## src/rtl/mux_sel_serializer_pkg.sv

```systemverilog
// Shared constants for the byte/bit serializer family.
// Holds the state encoding and word width so a later deserializer can reuse them.
package mux_sel_serializer_pkg;

  localparam int WORD_W = 8;
  localparam int SEL_W  = 3;

  typedef enum logic {
    ST_IDLE  = 1'b0,
    ST_SHIFT = 1'b1
  } state_t;

endpackage

```

## src/rtl/mux_sel_serializer_mux_8x1.sv

```systemverilog
// 8:1 bit select built from a tree of 2:1 muxes.
// Purely combinational, zero latency, no flow control.
// Select bit 0 steers the leaf level, bit 2 steers the root.
module mux_2 (
  input  logic a,
  input  logic b,
  input  logic sel,
  output logic y
);
  assign y = sel ? b : a;
endmodule

module mux_8x1 (
  input  logic [7:0] i,
  input  logic [2:0] s,
  output logic       y
);
  logic [3:0] lvl0;
  logic [1:0] lvl1;

  for (genvar g = 0; g < 4; g++) begin : g_lvl0
    mux_2 u_m (.a(i[2*g]), .b(i[2*g+1]), .sel(s[0]), .y(lvl0[g]));
  end

  for (genvar g = 0; g < 2; g++) begin : g_lvl1
    mux_2 u_m (.a(lvl0[2*g]), .b(lvl0[2*g+1]), .sel(s[1]), .y(lvl1[g]));
  end

  mux_2 u_root (.a(lvl1[0]), .b(lvl1[1]), .sel(s[2]), .y(y));
endmodule

```

## src/rtl/mux_sel_serializer.sv

```systemverilog
// Accepts a byte via valid/ready and emits it one bit per accepted output beat.
// Latency: first bit on y the cycle after acceptance; back-to-back words have no bubble.
// Backpressure: y_ready=0 freezes y/s/y_last; i_ready only opens in IDLE or on the last beat.
module mux_sel_serializer
  import mux_sel_serializer_pkg::*;
#(
  parameter bit MSB_FIRST = 1'b0
) (
  input  logic              clk,
  input  logic              rst,
  input  logic [WORD_W-1:0] i,
  input  logic              i_valid,
  output logic              i_ready,
  output logic              y,
  output logic              y_valid,
  input  logic              y_ready,
  output logic              y_last,
  output logic [SEL_W-1:0]  s
);

  state_t            state_q, state_d;
  logic [WORD_W-1:0] data_q, data_d;
  logic [SEL_W-1:0]  cnt, cnt_d;
  logic              cnt_at_last;
  logic              load;

  assign cnt_at_last = (cnt == 3'd7);
  assign y_valid     = (state_q == ST_SHIFT);
  assign y_last      = y_valid & cnt_at_last;
  assign i_ready     = ~rst & ((state_q == ST_IDLE) | (y_valid & cnt_at_last & y_ready));
  assign load        = i_valid & i_ready;

  // Select parks at 0 when idle so y shows data_q[0] regardless of bit order.
  assign s = !y_valid ? 3'd0 : (MSB_FIRST ? (3'd7 - cnt) : cnt);

  mux_8x1 u_mux (
    .i (data_q),
    .s (s),
    .y (y)
  );

  always_ff @(posedge clk or posedge rst) begin
    if (rst) begin
      state_q <= ST_IDLE;
      data_q  <= '0;
      cnt     <= '0;
    end else begin
      state_q <= state_d;
      data_q  <= data_d;
      cnt     <= cnt_d;
    end
  end

  always_comb begin
    state_d = state_q;
    data_d  = data_q;
    cnt_d   = cnt;
    case (state_q)
      ST_IDLE: begin
        if (load) begin
          data_d  = i;
          cnt_d   = '0;
          state_d = ST_SHIFT;
        end
      end
      ST_SHIFT: begin
        if (y_ready) begin
          if (!cnt_at_last) begin
            cnt_d = cnt + 3'd1;
          end else if (load) begin
            data_d = i;
            cnt_d  = '0;
          end else begin
            cnt_d   = '0;
            state_d = ST_IDLE;
          end
        end
      end
      default: state_d = ST_IDLE;
    endcase
  end

endmodule

```

## config.mk

```make
export PLATFORM = sky130hd
export DESIGN_NAME = mux_sel_serializer
export DESIGN_NICKNAME = d
export VERILOG_FILES = /design/src/rtl/mux_sel_serializer_pkg.sv /design/src/rtl/mux_sel_serializer_mux_8x1.sv /design/src/rtl/mux_sel_serializer.sv
export SDC_FILE = /design/constraint.sdc
export NUM_CORES = 1
export LEC_CHECK = 0
export ABC_AREA = 1
export CAP_MARGIN = 25
export CORE_UTILIZATION = 49
export DETAILED_ROUTE_END_ITERATION = 12
export PLACE_DENSITY = 0.91
export SLEW_MARGIN = 25
export SYNTH_ARGS = -nofsm -noshare
export SYNTH_HDL_FRONTEND = slang
export SYNTH_SLANG_ARGS = --single-unit
```

## constraint.sdc

```tcl
create_clock -name clk -period 3.95 [get_ports clk]
set_input_delay 0.5925 -clock clk [delete_from_list [all_inputs] [get_ports clk]]
set_output_delay 0.5925 -clock clk [all_outputs]
set_load 0.02 [all_outputs]
```

==> results.txt <==
Die Y-Extent: 40.05 um
Worst EP arrival: 2.22 ns
Starting DRT DRC Count: 12
largest net degree at the start of global routing: 17
ant diodes: 0
Max-cap violations: 0
startpoint types: input pin
Top Metal Used: met4
drt total wl: 1246 um
Die X: 40.05 um
Power per Cell Area: 697.2 mW/mm^2
Slew headroom: 68.02%
Hold/Removal Path Class: flip-flop to flip-flop
Area Growth Syn to Fin: 25.57%
Worst Reg-to-Reg Cells: 7
critical path type: input pin to output port
Rows: 13
routed length on met1: 601 um
reg-to-reg critical path startpoint: cnt[0]$_DFFE_PP0P_
leading area contributor after synthesis: dfrtp_1
Setup Buffers After CTS: 0
Final Cycle Share: 71.24%
clock sink count: 12
via count: 623
number of remaining DRC errors: 0
top area cells in the synthesized netlist: dfrtp_1 (42%), nand2_1 (19%), nand3_1 (14%), inv_1 (8.5%), buf_4 (4.2%)
clock slew at reported path FFs: 0.07 ns
Seq/Total Area, Yosys: 42.33%
Max FO, Critical Path: 10
total die area: 0.001604 sq mm
r2r setup slk: 2.35 ns
number of port buffers: 18
total negative slack: 0 ns
# hold bufs at CTS: 0
Ys Warns: 0
dpl hpwl: 991.7 um
Distinct cells, synth: 12
gpl congestion: 0.7293
fmax: 0.3554 GHz
CTS tree: built
total track usage: 20.05%
vias in the first global route: 545
Worst Tran Pin Value: 0.4796 ns
Routed wire per std cell: 9.811 um
filler cell count: 115
top-area cell type share of the netlist area: 42.33%
synthesized cell area: 709.4 sq um
Top Ports: 19
crit path time final: 2.814 ns
Pins Over Slew Limit: 0
CP Capture Type: output port
met2 wire length: 574 um
worst skew pair latency: 0.26 ns
Pleak: 0.4982 nW
routed vias/inst: 4.906
Antenna Nets Post-Route: 0
CTS Buffer Depth: 2
syn nets: 111
Yosys reg bits: 12
layout cells sized above 1: 5.357%
RSZ-0062 raised after global routing: no
CP startpoint: y_ready
status: completed
Initial Utilization: 53.85%
first-pass GRT wire length: 2125 um
CTS Buf Count: 3
root buf cell: clkbuf_4
initial antenna violation count: 0
H-tree levels: 1
Post-CTS Resized: 0
Fin Clk Skew: 0.006209 ns
core area: 0.001318 sq mm
Avg Cell Area, Syn: 7.314 sq um
critical path capture point: i_ready
Worst EP required: 3.36 ns
worst hold margin: 0.4736 ns
Power Total: 0.6211 mW
WL met3: 58 um
1st-pass router iterations: 4
Peak VDD IR: 0.0003319 V
final hold vios: 0
final setup vio count: 0
Post-Syn Instances: 97
reg2reg end: data_q[1]$_DFFE_PP0P_
Final Net Count: 128
grt total ovfl: 0
## synth_stat cells
master / number
ha_1: 2
nand4_1: 3
nand3_1: 20
clkbuf_2: 1
nand2_4: 1
dfrtp_1: 12
nand2_2: 1
nand2_1: 35
inv_1: 16
buf_2: 1
a21oi_4: 1
buf_4: 4
## placed cells by master (no fill, tap or decap)
cell / n
nand2_2: 1
clkbuf_4: 3
nand4_1: 3
nand2_4: 1
dfrtp_1: 12
inv_1: 16
nand2_1: 35
clkdlybuf4s50_1: 18
nand3_1: 20
a21oi_4: 1
ha_1: 2
## where the power goes
group,internal (mW),total [mW],switching [mW]
Sequential,0.179,0.231,0.0521
Clock,0.0352,0.0721,0.0370
Combinational,0.143,0.318,0.175
Total,0.357,0.621,0.264
## critical path, cell delays in order
cell             delay [ns]
clkdlybuf4s50_1        0.56
nand2_2                0.10
a21oi_4                0.30
clkdlybuf4s50_1        0.67
## flip-flops by register name, indices dropped and copies added (netlist names)
register / count
cnt: 3
y_valid: 1
data_q: 8
## worst min-delay path by stage
| stage | startpoint | endpoint | slack [ns] | cells after the start |
|---|---|---|---|---|
| floorplan | data_q[0]$_DFFE_PP0P_ | data_q[0]$_DFFE_PP0P_ | 0.44 | 2 |
| global placement | data_q[3]$_DFFE_PP0P_ | data_q[3]$_DFFE_PP0P_ | 0.45 | 2 |
| detailed placement | data_q[3]$_DFFE_PP0P_ | data_q[3]$_DFFE_PP0P_ | 0.46 | 2 |
| CTS | data_q[3]$_DFFE_PP0P_ | data_q[3]$_DFFE_PP0P_ | 0.47 | 2 |
| global route | data_q[2]$_DFFE_PP0P_ | data_q[2]$_DFFE_PP0P_ | 0.49 | 2 |
| finish | data_q[5]$_DFFE_PP0P_ | data_q[5]$_DFFE_PP0P_ | 0.47 | 2 |
## final cells by class
| class | count | area, sq um | share of cell area, % |
|---|---|---|---|
| Clock buffer | 3 | 22.52 | 2.528 |
| Inverter | 16 | 60.06 | 6.742 |
| Multi-Input combinational cell | 63 | 309.0 | 34.69 |
| Sequential cell | 12 | 300.3 | 33.71 |
| Tap cell | 15 | 18.77 | 2.107 |
| Timing Repair Buffer | 18 | 180.2 | 20.22 |
## cells by family (layout without fill, tap and decap cells)
kind of cell | count (synthesis) | count (layout) | share of synthesized area (%)
AO/OA/AOI/OAI | 1 | 1 | 2.293
AND/OR/NAND/NOR | 60 | 60 | 37.74
buffers and inverters | 22 | 37 | 14.11
flip-flops | 12 | 12 | 42.33
adder cells (fa/ha/maj) | 2 | 2 | 3.527
## per-layer routing
layer | vias to the layer above | GRT usage [%]
li1 | 330 | -
met1 | 272 | 26.79
met2 | 19 | 31.05
met3 | 2 | 1.667
met4 | 0 | 12.93
met5 | - | 0
## per-stage QoR
stage	setup slack (ns)	instances	cell area [sq um]	utilization [%]
2_1_floorplan	2.190	97	709.4	-
3_3_place_gp	1.180	124	868.3	65.91
3_5_place_dp	1.149	124	868.3	65.91
4_1_cts	1.143	127	890.9	67.62
5_1_grt	1.062	127	890.9	67.62
6_report	1.136	127	890.9	67.62
No activity file was read; power rests on OpenSTA's default activity.
